===== src/rtl/seq_gen_pkg.sv =====
// Shared definitions for the nibble sequence generator and its detector partner:
// state encodings, head/tail symbol tables and the default idle symbol.
package seq_gen_pkg;

    typedef enum logic [3:0] {
        ST_IDLE = 4'b0001,
        ST_HEAD = 4'b0010,
        ST_TAIL = 4'b0100,
        ST_FIN  = 4'b1000
    } state_t;

    typedef enum logic {
        PH_HEAD = 1'b0,
        PH_TAIL = 1'b1
    } phase_t;

    localparam logic [2:0] HEAD_LAST = 3'd4;
    localparam logic [2:0] TAIL_LAST = 3'd2;

    localparam logic [3:0] SYM_HEAD [0:4] = '{4'h0, 4'h1, 4'h2, 4'h3, 4'h4};
    localparam logic [3:0] SYM_TAIL [0:2] = '{4'h5, 4'h3, 4'h4};

    localparam logic [3:0] DEF_IDLE_SYM = 4'hF;
    localparam logic [3:0] ERR_MASK     = 4'h8;

endpackage


===== src/rtl/seq_sym_rom.sv =====
// Combinational symbol lookup: (phase, idx) -> symbol, plus a flag marking the
// symbol that closes a pattern. Out-of-range indices saturate to the last entry.
module seq_sym_rom
    import seq_gen_pkg::*;
#(
    parameter int SYM_W = 4
) (
    input  phase_t           phase,
    input  logic [2:0]       idx,
    output logic [SYM_W-1:0] sym,
    output logic             last
);

    logic [2:0] head_idx_s;
    logic [1:0] tail_idx_s;

    // Saturated table lookup for the selected phase
    always_comb begin
        head_idx_s = (idx > HEAD_LAST) ? HEAD_LAST : idx;
        tail_idx_s = (idx > TAIL_LAST) ? 2'd2 : idx[1:0];
        sym        = {SYM_W{1'b0}};
        last       = 1'b0;
        case (phase)
            PH_HEAD: begin
                sym  = SYM_W'(SYM_HEAD[head_idx_s]);
                last = (idx >= HEAD_LAST);
            end
            PH_TAIL: begin
                sym  = SYM_W'(SYM_TAIL[tail_idx_s]);
                last = (idx >= TAIL_LAST);
            end
            default: begin
                sym  = {SYM_W{1'b0}};
                last = 1'b0;
            end
        endcase
    end

endmodule


===== src/rtl/nibble_seq_gen.sv =====
// Nibble sequence generator: head 0,1,2,3,4 followed by reps tails of 5,3,4.
// Optional error injection on sym_out is enabled with macro SEQ_GEN_ERR_INJ_EN.
module nibble_seq_gen
    import seq_gen_pkg::*;
#(
    parameter int               SYM_W    = 4,
    parameter int               REP_W    = 4,
    parameter logic [SYM_W-1:0] IDLE_SYM = SYM_W'(DEF_IDLE_SYM)
) (
    input  logic             clk,
    input  logic             rst,
    input  logic             start,
    input  logic [REP_W-1:0] reps,
    input  logic             abort,
`ifdef SEQ_GEN_ERR_INJ_EN
    input  logic             err_inj,
`endif
    output logic [SYM_W-1:0] sym_out,
    output logic             sym_vld,
    output logic             busy,
    output logic             done,
    output logic             hit_exp
);

    state_t           state_r, state_s;
    logic [2:0]       idx_r, idx_s;
    logic [REP_W-1:0] reps_left_r, reps_left_s;
    logic             pat_bad_r, pat_bad_s;
    phase_t           phase_s;
    logic             emit_s, new_pat_s, done_s, corrupt_s, hit_s;
    logic [SYM_W-1:0] rom_sym_s, sym_s;
    logic             rom_last_s;

    // Next-state logic; outputs are computed for the symbol about to be registered
    always_comb begin
        state_s     = state_r;
        idx_s       = idx_r;
        reps_left_s = reps_left_r;
        phase_s     = PH_HEAD;
        emit_s      = 1'b0;
        new_pat_s   = 1'b0;
        done_s      = 1'b0;
        if (abort && (state_r != ST_IDLE)) begin
            state_s     = ST_IDLE;
            idx_s       = 3'd0;
            reps_left_s = {REP_W{1'b0}};
        end else begin
            case (state_r)
                ST_IDLE: begin
                    if (start && !abort) begin
                        state_s     = ST_HEAD;
                        idx_s       = 3'd0;
                        reps_left_s = reps;
                        emit_s      = 1'b1;
                        new_pat_s   = 1'b1;
                    end else begin
                        state_s = ST_IDLE;
                    end
                end
                ST_HEAD: begin
                    if (idx_r >= HEAD_LAST) begin
                        idx_s = 3'd0;
                        if (reps_left_r != {REP_W{1'b0}}) begin
                            state_s   = ST_TAIL;
                            phase_s   = PH_TAIL;
                            emit_s    = 1'b1;
                            new_pat_s = 1'b1;
                        end else begin
                            state_s = ST_FIN;
                            done_s  = 1'b1;
                        end
                    end else begin
                        idx_s  = idx_r + 3'd1;
                        emit_s = 1'b1;
                    end
                end
                ST_TAIL: begin
                    phase_s = PH_TAIL;
                    if (idx_r >= TAIL_LAST) begin
                        idx_s       = 3'd0;
                        reps_left_s = (reps_left_r != {REP_W{1'b0}}) ?
                                      (reps_left_r - REP_W'(1'b1)) : {REP_W{1'b0}};
                        if (reps_left_r <= REP_W'(1'b1)) begin
                            state_s = ST_FIN;
                            done_s  = 1'b1;
                        end else begin
                            emit_s    = 1'b1;
                            new_pat_s = 1'b1;
                        end
                    end else begin
                        idx_s  = idx_r + 3'd1;
                        emit_s = 1'b1;
                    end
                end
                ST_FIN: begin
                    state_s = ST_IDLE;
                end
                default: begin
                    state_s     = ST_IDLE;
                    idx_s       = 3'd0;
                    reps_left_s = {REP_W{1'b0}};
                end
            endcase
        end
    end

    seq_sym_rom #(.SYM_W(SYM_W)) u_rom (
        .phase (phase_s),
        .idx   (idx_s),
        .sym   (rom_sym_s),
        .last  (rom_last_s)
    );

`ifdef SEQ_GEN_ERR_INJ_EN
    assign corrupt_s = emit_s & err_inj;
`else
    assign corrupt_s = 1'b0;
`endif

    // A corrupted symbol taints the rest of its pattern so its closing hit is dropped
    always_comb begin
        pat_bad_s = emit_s & ((new_pat_s ? 1'b0 : pat_bad_r) | corrupt_s);
        sym_s     = emit_s ? (rom_sym_s ^ (corrupt_s ? SYM_W'(ERR_MASK) : {SYM_W{1'b0}}))
                           : IDLE_SYM;
        hit_s     = emit_s & rom_last_s & ~pat_bad_s;
    end

    // State, counters and registered outputs
    always_ff @(posedge clk or posedge rst) begin
        if (rst) begin
            state_r     <= ST_IDLE;
            idx_r       <= 3'd0;
            reps_left_r <= {REP_W{1'b0}};
            pat_bad_r   <= 1'b0;
            sym_out     <= IDLE_SYM;
            sym_vld     <= 1'b0;
            busy        <= 1'b0;
            done        <= 1'b0;
            hit_exp     <= 1'b0;
        end else begin
            state_r     <= state_s;
            idx_r       <= idx_s;
            reps_left_r <= reps_left_s;
            pat_bad_r   <= pat_bad_s;
            sym_out     <= sym_s;
            sym_vld     <= emit_s;
            busy        <= emit_s;
            done        <= done_s;
            hit_exp     <= hit_s;
        end
    end

endmodule


===== config.mk =====
export PLATFORM = sky130hd
export DESIGN_NAME = nibble_seq_gen
export DESIGN_NICKNAME = d
export VERILOG_FILES = /design/src/rtl/seq_gen_pkg.sv /design/src/rtl/seq_sym_rom.sv /design/src/rtl/nibble_seq_gen.sv
export SDC_FILE = /design/constraint.sdc
export NUM_CORES = 1
export LEC_CHECK = 0
export ABC_AREA = 1
export CORE_ASPECT_RATIO = 0.75
export CORE_UTILIZATION = 50
export CTS_CLUSTER_SIZE = 40
export DETAILED_ROUTE_END_ITERATION = 7
export GPL_ROUTABILITY_DRIVEN = 0
export HOLD_SLACK_MARGIN = 0.02
export PLACE_DENSITY = 0.74
export SLEW_MARGIN = 20
export SYNTH_ARGS = -nofsm -noshare
export SYNTH_HDL_FRONTEND = slang
export SYNTH_SLANG_ARGS = --single-unit

===== constraint.sdc =====
create_clock -name clk -period 2.1 [get_ports clk]
set_input_delay 0.42 -clock clk [delete_from_list [all_inputs] [get_ports clk]]
set_output_delay 0.42 -clock clk [all_outputs]
set_load 0.01 [all_outputs]

==> results.toml <==
[route]
ant_nets = 0
wl_per_cell_um = 13.3
wl_um = 2430
firstDrtPassIters = 6
vias = 976
drc_errors = 2
detail_route.iter0.violations = 64
avgViaCountPerCell = 5.33

[finish]
final_nets = 171
syn_to_final_growth_pct = 17.3
drive_gt1_share_pct = 17.6
utilization_pct = 64.3
antenna_cells = 0

[clock_network]
clk_path_buf_depth = 2
hold_buffers = 0
htree_levels = 1
numClockSinks = 19
clk_pin_slew_worst_paths_ns = 0.10
cts_made_buffers = 3
cts_tree = "built"
cts_setup_buffers = 0
clk_latency_ns = 0.31
clock-root-buffer = "clkbuf_4"
post_cts_resized = 0

[timing]
fin_crit_sh_pct = 84.5
skew_ns = 0.00183
finalHoldViolCount = 0
tns_ns = 0
rsz0062_at_grt = "false"
fmax_ghz = 0.564
setup_viol = 0
max-slew-margin-rel_pct = 76.4
slew_violations = 0
period_minus_slack_ns = 1.77
timing_worst_slew_pin_value_ns = 0.351

[worst_setup_path]
crit_slowest_cell = "dfstp_2"
crit_family = "flip-flops"
crit_required_ns = 1.68
path_cells = "clkdlybuf4s50_1"
crit_fanout = 1
critPathKind = "reg2out"
start_kind = "flip-flop"
cp_num_buf_inv = 1
crit_path_end_kind = "output port"
slowest_delay_ns = 0.53
cp.arrival_ns = 1.35

[logic_synthesis]
yosys_warnings = 0
synth_top_area_share_pct = 30.9
synth.avg_cell_area_um2 = 8.03
yosysTopAreaCell = "dfrtp_1"
synth-edff-count = 0
synthCells = 141
synth.net_count = 152
synth.area.top_cells = "dfrtp_1, dfstp_2, nand2_1, inv_1, nand3_1"
ys_types = 27
yosysMostFrequentCell = "nand2_1"
ys_top_cells_by_count = "nand2_1, inv_1, nand3_1"
synth_top_flop_cell = "dfrtp_1"
ys_seq_area_share_pct = 42.5
ys_ff_latch = 19
async_flop_share_pct = 100
syn_area_um2 = 1130

[pwr]
p_leak_nw = 0.672
irDropWorstVdd_v = 0.000582
pwr_density_cell_nw_per_um2 = 1190

[grt]
first_global_vias = 919
antenna_found_initial = 0
gr-total-overflow = 0
grt_pass1_wl_um = 4310
track_usage_pct = 24.0
grt_start_max_net_pins = 20

[floorplan]
rows = 14
die_h_um = 43.2
dieArea_um2 = 2460
die_w_um = 57.0
ios = 16
core-area_um2 = 2070
initial_core_util_pct = 54.8

[hold_path]
worstHoldPathType = "in2async"

[placement]
io_buffers = 15
dpl.hpwl_um = 1900

[outcome]
status = "finished, violations left"
violations = "DRC"

[run]
max_cap_violations = 0
-- stage by stage --
step / instances / worst slack (ns) / hold WS (ns) / power (W) / instance area, um2
after floorplan: 141 / 0.591 / 0.367 / 0.00118 / 1130
after global placement: 179 / 0.210 / 0.549 / 0.00138 / 1300
after detailed placement: 179 / 0.214 / 0.553 / 0.00139 / 1300
after CTS: 183 / 0.306 / 0.421 / 0.00158 / 1330
after global routing: 183 / 0.125 / 0.448 / 0.00173 / 1330
final: 183 / 0.326 / 0.422 / 0.00158 / 1330
-- sequential cells by signal, summed over array words and instances (netlist names) --
register     cells
done             1
pat_bad_r        1
hit_exp          1
busy             1
idx_r            3
sym_out          4
state_r          4
reps_left_r      4
-- layout make-up --
type	count	area [um2]
Multi-Input combinational cell	96	541
Sequential cell	19	482
Timing Repair Buffer	16	158
Fill cell	170	738
Clock inverter	1	5.00
Clock buffer	3	22.5
Inverter	24	91.3
Tap cell	24	30.0
-- logic make-up after synthesis --
family                   count (synthesis)  synth area share (%)
adder cells (fa/ha/maj)                  3                  3.32
AO/OA/AOI/OAI                           17                  9.61
AND/OR/NAND/NOR                         76                  34.8
buffers and inverters                   26                  9.72
flip-flops                              19                  42.5
-- worst reg2reg max path, delay by kind of cell (launching register included) --
kind	cells	cell delay [ns]
DFF	1	0.58
buffers and inverters	2	0.21
and+or+nand+nor	7	0.85
-- metal layers --
| layer | part of all wire, % | wire (um) | GRT usage, % |
|---|---|---|---|
| met1 | 51 | 1240 | 37.2 |
| met2 | 40 | 962 | 32.2 |
| met3 | 8.2 | 198 | 6.40 |
| met4 | 1.0 | 25 | 7.32 |
| met5 | 0 | 0 | 0 |
-- power by group --
group          total (W)  switching [W]  leakage (nW)  internal [W]
Sequential      0.000552      0.0000685         0.242      0.000484
Clock           0.000185       0.000114        0.0177     0.0000713
Combinational   0.000845       0.000551         0.412      0.000295
-- final timing paths --
check	start	cells past startpoint	endpoint	slack (ns)
worst max-delay path	sym_out[1]	1	sym_out[1]	0.33
worst min-delay path	rst	3	pat_bad_r	0.42
worst max register to register	state_r[0]	9	hit_exp	0.36
worst min register to register	pat_bad_r	2	pat_bad_r	0.57
max in group asynchronous	rst	3	sym_out[1]	1.42
min in group clk	pat_bad_r	2	pat_bad_r	0.57
-- cells in the final DEF (no fill, tap or decap), types with 4 or more instances in the layout --
| master | instances |
|---|---|
| inv_1 | 22 |
| dfrtp_1 | 14 |
| nor2_4 | 4 |
| nand3_1 | 15 |
| nand2_1 | 26 |
| nor2_1 | 12 |
| clkdlybuf4s50_1 | 15 |
| dfstp_2 | 5 |
| nand4_1 | 4 |
| a21oi_1 | 5 |
| nand2_2 | 5 |
No activity file was read; power rests on OpenSTA's default activity.
